`src/rtl/interp_filter.sv`:
```
// interp_filter: linear-interpolating upsampler, R = 1..16 outputs per input.
// Ports: clk, reset (sync, active-high), interp_sel, in_valid/in_ready/d in,
//        out_valid/q out (q registered, signed BIT_WIDTH).
module interp_filter #(
    parameter int BIT_WIDTH = 24,
    parameter int RANGE     = BIT_WIDTH - 1
) (
    input  logic               clk,
    input  logic               reset,
    input  logic [2:0]         interp_sel,
    input  logic               in_valid,
    output logic               in_ready,
    input  logic signed [RANGE:0] d,
    output logic               out_valid,
    output logic signed [RANGE:0] q
);

    localparam logic [1:0] EMPTY  = 2'd0;
    localparam logic [1:0] RUN    = 2'd1;
    localparam logic [1:0] STARVE = 2'd2;

    logic signed [RANGE:0]       prev;
    logic signed [RANGE:0]       curr;
    logic [3:0]                  phase;
    logic [2:0]                  k_lat;
    logic [1:0]                  state;

    logic [3:0]                  last_phase;
    logic                        seg_end;
    logic                        accept;
    logic [2:0]                  k_sel;
    logic signed [BIT_WIDTH:0]   diff;
    logic signed [BIT_WIDTH+4:0] prod;
    logic signed [BIT_WIDTH+4:0] scaled;
    logic signed [RANGE:0]       interp;

    assign last_phase = 4'((5'd1 << k_lat) - 5'd1);
    assign seg_end    = (phase == last_phase);
    assign in_ready   = !reset && ((state != RUN) || seg_end);
    assign accept     = in_valid && in_ready;

    assign k_sel = interp_sel[2] ? 3'd4 : {1'b0, interp_sel[1:0]};

    // One extra bit keeps curr-prev exact; the product grows by the 4-bit phase.
    assign diff   = $signed({curr[RANGE], curr}) - $signed({prev[RANGE], prev});
    assign prod   = $signed({{4{diff[BIT_WIDTH]}}, diff})
                  * $signed({{(BIT_WIDTH + 1){1'b0}}, phase});
    assign scaled = prod >>> k_lat;
    // Result lies between prev and curr, so truncation cannot wrap.
    assign interp = prev + $signed(scaled[RANGE:0]);

    always_ff @(posedge clk) begin
        if (reset) begin
            prev      <= '0;
            curr      <= '0;
            phase     <= '0;
            k_lat     <= '0;
            state     <= EMPTY;
            q         <= '0;
            out_valid <= 1'b0;
        end else begin
            out_valid <= 1'b0;
            if (state == RUN) begin
                q         <= interp;
                out_valid <= 1'b1;
                phase     <= phase + 4'd1;
                if (seg_end && !accept) begin
                    state <= STARVE;
                    phase <= phase;
                end
            end
            // Load after the RUN update so a phase R-1 accept stays gapless.
            if (accept) begin
                prev  <= curr;
                curr  <= d;
                phase <= '0;
                k_lat <= k_sel;
                state <= RUN;
            end
        end
    end

endmodule

```
`config.mk`:
```
export PLATFORM = sky130hd
export DESIGN_NAME = interp_filter
export DESIGN_NICKNAME = d
export VERILOG_FILES = /design/src/rtl/interp_filter.sv
export SDC_FILE = /design/constraint.sdc
export NUM_CORES = 1
export LEC_CHECK = 0
export BUFFER_PORTS_ARGS = -buffer_cell sky130_fd_sc_hd__buf_2
export CAP_MARGIN = 20
export CELL_PAD_IN_SITES_DETAIL_PLACEMENT = 1
export CELL_PAD_IN_SITES_GLOBAL_PLACEMENT = 1
export CORE_ASPECT_RATIO = 1.2
export CORE_MARGIN = 1
export CORE_UTILIZATION = 48
export CTS_CLUSTER_DIAMETER = 60
export DETAILED_ROUTE_END_ITERATION = 10
export GPL_TIMING_DRIVEN = 0
export PLACE_DENSITY_LB_ADDON = 0.1
export SLEW_MARGIN = 20
export SYNTH_ARGS = -nofsm -noshare
export SYNTH_HDL_FRONTEND = slang
export SYNTH_SLANG_ARGS = --single-unit
export TNS_END_PERCENT = 50
```
`constraint.sdc`:
```
create_clock -name clk -period 10 [get_ports clk]
set_input_delay 0.5 -clock clk [delete_from_list [all_inputs] [get_ports clk]]
set_output_delay 0.5 -clock clk [all_outputs]
set_load 0.01 [all_outputs]
```
# [After elaboration in Yosys (flattened, before gate mapping)]
# Index checks and enable logic that the tools add are counted.
# W data, S select, Z words.
[word_totals] inputBits=30 word_cells=36 output_inout_bits=26 register_bits=82
[classes] n_reduce_logical=12 multipliers=1 n_shift=2 n_mux=5 bitwise=1 addsub=4 eq_ne=3
[ops] op="$mul A25 B5 Y29" count=1
[ops] op="$sshr A29 B3 Y24" count=1
[ops] op="$sub A24 B24 Y25" count=1
[ops] op="$add A24 B24 Y24" count=1
[ops] op="$reduce_and A2 Y1" count=3
[ops] op="$add A4 B1 Y4 const B" count=1
[ops] op="$eq A4 B4 Y1" count=1
[ops] op="$mux W1" count=4
[ops] op="$reduce_bool A2 Y1" count=2
[ops] op="$shl A1 B3 Y4 const A" count=1
[ops] op="$sub A4 B1 Y4 const B" count=1
[ops] op="$logic_and A1 B1 Y1" count=3
[ops] op="$mux W3" count=1
[ops] op="$eq A2 B1 Y1 const B" count=1
[ops] op="$logic_not A1 Y1" count=2
[ops] op="$ne A2 B1 Y1 const B" count=1
[ops] op="$reduce_or A2 Y1" count=1
[ops] op="$logic_or A1 B1 Y1" count=1
[ops] op="$not A1 Y1" count=1

# [Logic depth before layout (Yosys ltp)]
# Gate-level depths: netlist of the first run.
[logic_depth] ltp_word=11 ltp_mapped=39 mapped_depth_nobuf=38

# [Worst setup path after synthesis of the first run]
# OpenSTA, ideal clock, no wires.
[synth_path] path_kind="register to register" startpoint="register curr[0]" endpoint="register q[23]" t_arrival_ns=7.765 stages_incl_launch_ff=40 t_required_ns=9.879 setup_slack_ns=2.114 path_buffers=1 setup_ns=0.121 synth_period_minus_slack_ns=7.886 path_cell_list="dfxtp_1 > inv_1 > ha_1 > fa_1 > nand2b_1 > a2111oi_2 > o31ai_1 > a21oi_2 > nor2b_1 > o21ai_1 > a21o_1 > a21oi_1 > xnor2_1 > and2_1 > ha_1 > fa_1 > inv_1 > fa_1 > [4 not listed] > a21o_1 > a211oi_1 > o21ai_0 > o211ai_1 > nand2_1 > mux4_2 > mux2i_1 > ha_1 > a21o_1 > a21o_1 > a21oi_1 > o21bai_1 > a31oi_1 > o31ai_1 > or4_1 > nand3_1 > a2111o_1 > nand3_1"
[synth_via] elab_chain_len=4
[synth_lines] element="start: declaration" line_no="23" source="logic signed [RANGE:0] curr;"
[synth_lines] element="start signal: assignment" line_no="55" source="curr <= '0;"
[synth_lines] element="start signal: assignment" line_no="75" source="curr <= d;"
[synth_lines] element="$sub A24 B24 Y25" line_no="45" source="assign diff = $signed({curr[RANGE], curr}) - $signed({prev[RANGE], prev});"
[synth_lines] element="$mul A25 B5 Y29" line_no="47" source="* $signed({{(BIT_WIDTH + 1){1'b0}}, phase});"
[synth_lines] element="$sshr A29 B3 Y24" line_no="48" source="assign scaled = prod >>> k_lat;"
[synth_lines] element="$add A24 B24 Y24" line_no="50" source="assign interp = prev + $signed(scaled[RANGE:0]);"
[synth_lines] element="end signal: assignment" line_no="64" source="q <= interp;"
[synth_lines] element="end: declaration" line_no="15" source="output logic signed [RANGE:0] q"
# Every way passes these cells.
# A chain may end at the register's enable or synchronous reset.

# [Final worst setup path of the first run]
[layout_path] startpoint="register prev[0]" endpoint="register q[23]"
[layout_via] elab_chain_len=4
[layout_lines] element="start: declaration" line_no="22" source="logic signed [RANGE:0] prev;"
[layout_lines] element="start signal: assignment" line_no="74" source="prev <= curr;"
[layout_lines] element="$sub A24 B24 Y25" line_no="45"
[layout_lines] element="$mul A25 B5 Y29" line_no="47"
[layout_lines] element="$sshr A29 B3 Y24" line_no="48"
[layout_lines] element="$add A24 B24 Y24 *" line_no="50"
# Every way passes the cells marked *; elsewhere a longest branch is shown, timed or not.

==> results of run 1 <==
[through the flow]
step	total power [mW]	worst slack (ps)	hold WS (ps)
4_1_cts	1.244	441.0	325.9
3_3_place_gp	0.9015	636.7	435.8
5_1_grt	1.322	68.26	331.3
6_report	1.246	523.7	326.2
3_5_place_dp	0.9151	474.6	449.4
2_1_floorplan	0.7505	2114	450.9
[flip-flops by register name (all words and copies together) (netlist names)]
name / cells
curr: 24
prev: 24
q: 24
phase: 4
k_lat: 3
state: 2
out_valid: 1
[routing by layer]
layer / vias up / GRT usage / share of wire
met1: 4671 / 0.3687 / 0.42
met4: 0 / 0.1900 / 0.061
li1: 4612 / - / -
met2: 176 / 0.5415 / 0.49
met5: - / 0 / 0
met3: 92 / 0.03883 / 0.030
[power by group]
group | switching [mW] | internal, mW | total (mW)
logic | 0.347 | 0.198 | 0.545
registers | 0.0233 | 0.350 | 0.373
clock network | 0.150 | 0.177 | 0.327
total | 0.520 | 0.726 | 1.25
[kinds of logic (layout without fill, tap and decap cells)]
| family | count (synthesis) | after routing | synth area share |
|---|---|---|---|
| fa+ha+maj | 160 | 160 | 0.2372 |
| buf+inv | 193 | 264 | 0.07233 |
| xor+xnor | 67 | 67 | 0.05968 |
| compound gates | 299 | 299 | 0.1968 |
| simple gates | 465 | 465 | 0.2212 |
| flops | 82 | 82 | 0.1628 |
| mux | 35 | 35 | 0.05000 |
[worst paths after layout]
kind,endpoint,cells past startpoint,slack [ps],from
hold reg to reg,q[13],2,450,q[13]
hold / removal,curr[22],3,330,d[22]
setup / recovery,q[23],37,520,prev[0]
setup reg to reg,q[23],37,520,prev[0]
[cells in the final DEF (no fill, tap or decap), types with 6 or more instances in the layout]
| master | Yosys | routed |
|---|---|---|
| o31ai_1 | 31 | 31 |
| and3_1 | 8 | 8 |
| a21o_1 | 27 | 27 |
| nor2_1 | 56 | 56 |
| xor2_1 | 20 | 20 |
| nor2b_1 | 19 | 19 |
| nor3_1 | 24 | 24 |
| o21bai_1 | 6 | 6 |
| mux2i_1 | 11 | 10 |
| clkbuf_16 | 0 | 9 |
| o21ai_0 | 38 | 38 |
| o21ai_1 | 9 | 9 |
| a211oi_1 | 8 | 8 |
| nand2_1 | 189 | 189 |
| xnor2_1 | 45 | 44 |
| mux4_2 | 11 | 11 |
| clkbuf_1 | 51 | 51 |
| nand2b_1 | 13 | 13 |
| a21oi_1 | 86 | 86 |
| inv_1 | 131 | 131 |
| and2_1 | 71 | 71 |
| ha_1 | 108 | 108 |
| fa_1 | 52 | 52 |
| o21a_1 | 17 | 17 |
| or3_1 | 13 | 13 |
| mux2_2 | 13 | 13 |
| o211ai_1 | 13 | 13 |
| a31oi_1 | 12 | 12 |
| buf_2 | 4 | 59 |
| dfxtp_1 | 82 | 82 |
| nand4_1 | 11 | 11 |
| nand3_1 | 46 | 46 |
[what timing repair did]
action	in CTS	in global routing
setup endpoints to repair	0	1
gates resized for setup	0	2
hold endpoints to repair	0	0
[cell type report]
class,instances,area share
buffer,59,0.02061
timing repair buffer,55,0.02505
sequential,82,0.1494
inverter,134,0.04577
clock inverter,6,0.004327
tap,265,0.03017
multi-input combinational,1026,0.7029
clock buffer,10,0.02175
[worst register-to-register path, delay by kind of cell (launching register included)]
kind | cells | cell delay (ps)
buffers and inverters | 3 | 290
muxes | 2 | 910
adders and majority gates | 7 | 2660
xor gates and xnor gates | 2 | 440
DFF | 1 | 390
and+or+nand+nor | 8 | 1700
AOI/OAI and AO/OA | 15 | 2960
==> summary.md, run 1 <==
| Metric | Value |
|---|---|
| Status | finished, final reports clean |
| Wirelength per Cell | 19.95 µm |
| Worst hold path class | in -> reg |
| Max-Cap Viols | 0 |
| CP endpoint kind | flip-flop |
| Setup CP Type | reg -> reg |
| Top cells by count, synth | nand2_1, inv_1, ha_1 |
| Avg Inst Size Synth | 7.751 µm² |
| DIE AREA | 0.02160 mm² |
| Finished Layout Cells | 1,637 |
| Startpoint types | flip-flop |
| Placed cell areas | 0.01069 mm² |
| Root Driver | clkbuf_16 |
| Cell count after placement | 1,621 |
| Worst EP required | 10,230 ps |
| #FFs+latches synth | 82 |
| Total leakage power | 5.320 nW |
| GRT Total Usage | 0.3135 |
| Starting Density | 0.4944 |
| CP top delay family | compound AO/OA/AOI/OAI gates |
| Final Util | 0.5388 |
| IO Count | 56 |
| Pwr Density | 113.4 mW/mm² |
| Top cell type's share of synthesized area | 0.1628 |
| Hold-fix buffers, CTS | 0 |
| Grt ovf | 0 |
| Worst-path maximum fanout | 9 |
| Worst skew pair latency | 360 ps |
| Final setup fails | 0 |
| Ys flop type | dfxtp_1 |
| Relative slew slack | 0.5073 |
| Post-synthesis instance area | 0.01008 mm² |
| # Post-CTS Setup Buffers | 0 |
| Remaining antenna violation count after routing | 0 |
| Setup TNS | 0 ps |
| Pin count of the biggest net entering global routing | 16 |
| Clk buf depth | 2 |
| Synth top area cells | dfxtp_1, ha_1, fa_1 |
| Most common cell in the synthesized netlist | nand2_1 |
| Ys async rst share | 0 |
| Peak supply drop | 86.89 µV |
| Layout cells sized above 1 | 0.08746 |
| Core ar. | 0.02040 mm² |
| Layout area overhead | 8.970% |
| Final HPWL DP | 27.45 mm |
| Most frequent CP cell | ha_1 |
| Filler cell count in the final layout | 2,626 |
| Worst Max-Slew Pin Slew | 727.5 ps |
| CTS tree | done |
| Via count | 9,551 |
| Final instance area | 0.01099 mm² |
| Number of synthesized flops with an enable pin | 0 |
| Clk sink count | 82 |
| GP Congestion | 0.9602 |
| CP max stage cell | fa_1 |
| WP buf/inv | 3 |
| Synthesized net count | 1,491 |
| Final net count | 1,557 |
| Site Rows | 57 |
| Residual DRC count | 0 |
| Router iterations before antenna repair | 5 |
| Minimum clock period | 9476 ps |
| Yosys warning count | 0 |
| Final Max Slew Viols | 0 |
| Register area | 0.001642 mm² |
| Final wirelength | 32.67 mm |
| Die Width | 134.3 µm |
| CTS Buf Count | 9 |
| RSZ-0062 raised after global routing | no |
| Hold Violations, Final | 0 |
| Starting DRT DRC Count | 450 |
| CP arrival | 9700 ps |
| Initial antenna violation count | 0 |
| Multi-input logic area | 0.007725 mm² |
| Number of distinct library cells after synthesis | 71 |
| First-pass GRT wire length | 52.61 mm |
| I/O Buffers | 55 |
| Ant. Diodes | 0 |
| Vias in the first global route | 10,010 |
| Die H | 160.8 µm |
| Syn Inst Count | 1,301 |
| Seq/Total Area, Yosys | 0.1628 |
| Detail-routed via count per cell | 5.834 |
| Largest area contributor in the netlist | dfxtp_1 |
| Slowest stage delay, CP | 550 ps |
| Crit share post-route | 0.9476 |
| Reg clk slew, reported paths | 70 ps |
| Worst Clk Skew | 16.77 ps |
| Fmax | 0.1055 GHz |
| Deepest level of the CTS H-tree | 3 |
No activity file was read; power rests on OpenSTA's default activity.
==> inputs of run 2 (changes only) <==
--- a/config.mk
+++ b/config.mk
@@ -16,6 +16,7 @@
 export DETAILED_ROUTE_END_ITERATION = 10
 export GPL_TIMING_DRIVEN = 0
 export PLACE_DENSITY_LB_ADDON = 0.1
+export RECOVER_POWER = 100
 export SLEW_MARGIN = 20
 export SYNTH_ARGS = -nofsm -noshare
 export SYNTH_HDL_FRONTEND = slang
==> summary.md, run 2 (synthesized netlist as in run 1, its figures left out) <==
| Metric | Value |
|---|---|
| Minimum clock period | 9487 ps (+10.87 ps) |
| Core ar. | 0.02040 mm² (unchanged) |
| Final Max Slew Viols | 0 (unchanged) |
| Largest registers | curr: 24 flops, prev: 24 flops, q: 24 flops |
| GP Congestion | 0.9602 (unchanged) |
| Crit share post-route | 0.9487 (+0.001087) |
| Detail-routed via count per cell | 5.820 (-0.24%) |
| Residual DRC count | 0 (unchanged) |
| R2R cell count | 37 (unchanged) |
| Total Power | 1.244 mW (-0.14%) |
| Site Rows | 57 (unchanged) |
| CP arrival | 9710 ps (about the same) |
| Fmax | 0.1054 GHz (-0.11%) |
| Pwr Density | 113.6 mW/mm² (+0.24%) |
| CTS Buf Count | 9 (unchanged) |
| Hold Crit Start | d[22] |
| DIE AREA | 0.02160 mm² (unchanged) |
| Sw Ratio | 0.4187 (+0.001259) |
| Finished Layout Cells | 1,637 (unchanged) |
| Worst hold path class | in -> reg |
| Worst Slack Setup Final | 512.9 ps (-10.87 ps) |
| Ant. Diodes | 0 (unchanged) |
| First-pass GRT wire length | 52.61 mm (unchanged) |
| Worst Clk Skew | 16.35 ps (-0.4162 ps) |
| Final Util | 0.5367 (-0.002024) |
| Die H | 160.8 µm (unchanged) |
| Most common cell after layout, fill and taps aside | nand2_1 |
| Peak supply drop | 86.92 µV (about the same) |
| Hold-fix buffers, CTS | 0 (unchanged) |
| P_sw | 0.5208 mW (+0.16%) |
| Hold Violations, Final | 0 (unchanged) |
| Cell count after placement | 1,621 (unchanged) |
| Root Driver | clkbuf_16 |
| Reg2reg start | prev[0] |
| GRT Total Usage | 0.3135 (unchanged) |
| I/O Buffers | 55 (unchanged) |
| Placed cell areas | 0.01069 mm² (unchanged) |
| Grt ovf | 0 (unchanged) |
| Layout cells sized above 1 | 0.06414 (-0.02332) |
| Setup TNS | 0 ps (unchanged) |
| Total leakage power | 5.201 nW (-2.2%) |
| Worst Hold Depth | 3 (unchanged) |
| Max-Cap Viols | 0 (unchanged) |
| Hold slack | 325.7 ps (-0.4540 ps) |
| CTS tree | done |
| Wirelength per Cell | 20.00 µm (+0.24%) |
| Clk buf depth | 2 (unchanged) |
| Most frequent cells in the layout | nand2_1, inv_1, ha_1 |
| Pre-CTS setup slack | 474.6 ps (unchanged) |
| Setup CP Type | reg -> reg |
| Via count | 9,528 (-0.24%) |
| Remaining antenna violation count after routing | 0 (unchanged) |
| Router iterations before antenna repair | 5 (unchanged) |
| Pin count of the biggest net entering global routing | 16 (unchanged) |
| Status | finished, final reports clean |
| Reg clk slew, reported paths | 70 ps (about the same) |
| R2R Path End | q[23] |
| Internal power | 0.7232 mW (-0.35%) |
| Die Width | 134.3 µm (unchanged) |
| Final HPWL DP | 27.45 mm (unchanged) |
| Post-CTS sizing | 0 (unchanged) |
| Startpoint types | flip-flop |
| IO Count | 56 (unchanged) |
| Deepest level of the CTS H-tree | 3 (unchanged) |
| Final setup fails | 0 (unchanged) |
| Starting DRT DRC Count | 414 (-8.0%) |
| Clock power frac | 0.264 (about the same) |
| Vias in the first global route | 10,010 (unchanged) |
| Clk sink count | 82 (unchanged) |
| Worst EP required | 10,230 ps (about the same) |
| # Post-CTS Setup Buffers | 0 (unchanged) |
| Initial antenna violation count | 0 (unchanged) |
| Final wirelength | 32.74 mm (+0.24%) |
| Layout area overhead | 8.561% |
| Worst skew pair latency | 360 ps (about the same) |
| Relative slew slack | 0.5194 (+0.01207) |
| CP endpoint kind | flip-flop |
| Worst hold endpoint | curr[22] |
| Power share of the sequential group | 0.300 (about the same) |
| Final instance area | 0.01095 mm² (-0.38%) |
| Starting Density | 0.4944 (unchanged) |
| Final net count | 1,557 (unchanged) |
| Most frequent CP cell | ha_1 |
| RSZ-0062 raised after global routing | no |
| Comb pwr share | 0.436 (-0.002) |
| CP max stage cell | fa_1 |
| Slowest stage delay, CP | 550 ps (about the same) |
| Worst Max-Slew Pin Slew | 709.7 ps (-17.82 ps) |
| Worst-path maximum fanout | 9 (unchanged) |
| Filler cell count in the final layout | 2,628 (+0.076%) |
| Worst R2R Setup Slack | 510 ps (about the same) |
run 2: worst max-delay path by stage:
stage / start / end / slack, ps / cells after the start
after floorplan: curr[0] / q[23] / 2110 / 39
after global placement: prev[0] / q[23] / 640 / 38
after detailed placement: prev[0] / q[23] / 470 / 38
after CTS: prev[0] / q[23] / 440 / 38
after global routing: prev[1] / q[23] / 60 / 39
final: prev[0] / q[23] / 510 / 37
run 2: power by group through the flow:
stage,combinational (mW),clock (mW),sequential [mW]
after floorplan,0.378,0,0.373
after global placement,0.522,0,0.379
after detailed placement,0.535,0,0.380
after CTS,0.540,0.331,0.373
after global routing,0.597,0.347,0.375
final,0.542,0.328,0.374
run 2: layer usage:
metal,share of wire,up-vias,track usage
li1,-,4613,-
met1,0.42,4640,0.3687
met2,0.49,185,0.5415
met3,0.029,90,0.03883
met4,0.061,0,0.1900
met5,0,-,0
run 2: worst max-delay path: cells and delay by family (launching register included):
family	cells	cell delay [ps]
simple gates	8	1710
mux	2	910
fa+ha+maj	7	2680
xor+xnor	2	430
compound gates	15	2960
flops	1	390
buf+inv	3	280
run 2: cell type report:
class | count | area, µm² | share of cell area
clock buffer | 10 | 239.0 | 0.02183
inverter | 134 | 503.0 | 0.04594
sequential | 82 | 1642 | 0.1499
clock inverter | 6 | 47.55 | 0.004343
buffer | 59 | 224.0 | 0.02046
multi-input combinational | 1026 | 7719 | 0.7050
timing repair buffer | 55 | 242.7 | 0.02217
tap | 265 | 331.6 | 0.03029
==> inputs of run 3 (changes only) <==
--- a/config.mk
+++ b/config.mk
@@ -14,9 +14,9 @@
 export CORE_UTILIZATION = 48
 export CTS_CLUSTER_DIAMETER = 60
 export DETAILED_ROUTE_END_ITERATION = 10
+export GPL_ROUTABILITY_DRIVEN = 0
 export GPL_TIMING_DRIVEN = 0
 export PLACE_DENSITY_LB_ADDON = 0.1
-export RECOVER_POWER = 100
 export SLEW_MARGIN = 20
 export SYNTH_ARGS = -nofsm -noshare
 export SYNTH_HDL_FRONTEND = slang
==> summary.md, run 3 (synthesized netlist as in run 1, its figures left out) <==
| Metric | Value |
|---|---|
| Worst Max-Slew Pin Slew | 741.4 ps (+31.72 ps) |
| Final instance area | 0.01102 mm² (+0.70%) |
| CP top delay family | compound AO/OA/AOI/OAI gates |
| Total Power | 1.285 mW (+3.3%) |
| Ant. Diodes | 0 (unchanged) |
| Worst hold endpoint | curr[22] |
| WP buf/inv | 3 (unchanged) |
| Core ar. | 0.02040 mm² (unchanged) |
| Vias in the first global route | 10,100 (+0.92%) |
| Peak supply drop | 83.70 µV (-3.7%) |
| Crit share post-route | 0.9477 (-0.001021) |
| CTS Buf Count | 9 (unchanged) |
| Detail-routed via count per cell | 5.823 (about the same) |
| Finished Layout Cells | 1,637 (unchanged) |
| Final HPWL DP | 27.49 mm (+0.12%) |
| Site Rows | 57 (unchanged) |
| Residual DRC count | 0 (unchanged) |
| Worst R2R Setup Slack | 520 ps (about the same) |
| Worst Clk Skew | 10.05 ps (-6.301 ps) |
| Die H | 160.8 µm (unchanged) |
| Hold-fix buffers, CTS | 0 (unchanged) |
| Setup TNS | 0 ps (unchanged) |
| Worst hold path class | in -> reg |
| Cell count after placement | 1,621 (unchanged) |
| Final setup fails | 0 (unchanged) |
| Worst Slack Setup Final | 523.1 ps (+10.21 ps) |
| Router iterations before antenna repair | 4 (-1) |
| CP endpoint kind | flip-flop |
| Worst Hold Depth | 3 (unchanged) |
| Register area | 0.001642 mm² (unchanged) |
| Wirelength per Cell | 19.97 µm (-0.17%) |
| Most common cell after layout, fill and taps aside | nand2_1 |
| Root Driver | clkbuf_16 |
| Hold Violations, Final | 0 (unchanged) |
| Final Max Slew Viols | 0 (unchanged) |
| CTS tree | done |
| Die Width | 134.3 µm (unchanged) |
| Layout area overhead | 9.317% |
| Worst-path maximum fanout | 9 (unchanged) |
| Reg2reg start | prev[0] |
| Worst EP required | 10,230 ps (about the same) |
| Startpoint types | flip-flop |
| Reg clk slew, reported paths | 70 ps (about the same) |
| R2R cell count | 38 (+2.7%) |
| Setup CP Type | reg -> reg |
| Pwr Density | 116.6 mW/mm² (+2.6%) |
| Slowest stage delay, CP | 550 ps (about the same) |
| Fmax | 0.1055 GHz (+0.11%) |
| Layout cells sized above 1 | 0.08673 (+0.02259) |
| CP max stage cell | fa_1 |
| Deepest level of the CTS H-tree | 3 (unchanged) |
| Clk sink count | 82 (unchanged) |
| R2R Path End | q[23] |
| First-pass GRT wire length | 53.07 mm (+0.88%) |
| Filler cell count in the final layout | 2,623 (-0.19%) |
| RSZ-0062 raised after global routing | no |
| Max-Cap Viols | 0 (unchanged) |
| # Post-CTS Setup Buffers | 0 (unchanged) |
| Via count | 9,532 (+0.042%) |
| Initial antenna violation count | 0 (unchanged) |
| Pin count of the biggest net entering global routing | 16 (unchanged) |
| Status | finished, final reports clean |
| GRT Total Usage | 0.3145 (+0.001041) |
| Relative slew slack | 0.4979 (-0.02148) |
| Pre-CTS setup slack | 539.1 ps (+64.42 ps) |
| Starting DRT DRC Count | 380 (-8.2%) |
| CP arrival | 9700 ps (about the same) |
| DIE AREA | 0.02160 mm² (unchanged) |
| Grt ovf | 0 (unchanged) |
| I/O Buffers | 55 (unchanged) |
| IO Count | 56 (unchanged) |
| Clk buf depth | 2 (unchanged) |
| Most frequent cells in the layout | nand2_1, inv_1, ha_1 |
| Remaining antenna violation count after routing | 0 (unchanged) |
| Final wirelength | 32.69 mm (-0.17%) |
| Total leakage power | 5.336 nW (+2.6%) |
| Largest registers | curr: 24 flops, prev: 24 flops, q: 24 flops |
| Minimum clock period | 9477 ps (-10.21 ps) |
| Worst skew pair latency | 350 ps (about the same) |
| Placed cell areas | 0.01069 mm² (unchanged) |
| Starting Density | 0.4944 (unchanged) |
| Hold Crit Start | d[22] |
| Multi-input logic area | 0.007721 mm² (about the same) |
| Final net count | 1,557 (unchanged) |
==> run 3: report_power, final <==
part	switching, mW	leakage, nW	total, mW	internal (mW)
combinational	0.344	4.51	0.541	0.197
clock	0.149	0.156	0.371	0.223
sequential	0.0231	0.669	0.373	0.350
==> run 3: cell type report <==
cell class,count,share of cell area
multi-input combinational,1026,0.7004
sequential,82,0.1489
inverter,134,0.04562
tap,265,0.03008
timing repair buffer,55,0.02497
clock buffer,10,0.02077
buffer,59,0.02054
clock inverter,6,0.008739
==> run 3: per-layer routing <==
layer | vias to the layer above | global-route usage | wire (µm)
li1 | 4612 | - | -
met1 | 4662 | 0.3689 | 13420
met2 | 183 | 0.5561 | 16550
met3 | 75 | 0.03788 | 1021
met4 | 0 | 0.1670 | 1698
met5 | - | 0 | 0
==> run 3: worst max-delay path by stage <==
stage                       start     to  slack [ps]  cells past startpoint
after floorplan           curr[0]  q[23]        2110                     39
after global placement    prev[0]  q[23]         640                     38
after detailed placement  prev[0]  q[23]         540                     38
after CTS                 prev[0]  q[23]         500                     38
after global routing      prev[0]  q[23]          10                     38
final                     prev[0]  q[23]         520                     38
==> run 3: metrics by stage <==
step | util | hold WS (ps)
finish | 0.5405 | 330.7
global route | 0.5405 | 331.3
CTS | 0.5401 | 325.5
detailed placement | 0.5242 | 446.5
global placement | 0.5242 | 435.6
floorplan | - | 450.9
==> run 3: worst register-to-register path, delay by kind of cell (launching register included) <==
family	cells	cell delay, ps
compound gates	18	3450
xor+xnor	1	380
fa+ha+maj	7	2610
buf+inv	3	280
flops	1	400
mux	2	890
simple gates	7	1370
==> run 3: timing repair <==
action | in CTS | in global routing
resized for setup | 0 | 2
endpoints found under the setup margin | 0 | 1
hold endpoints to repair | 0 | 0
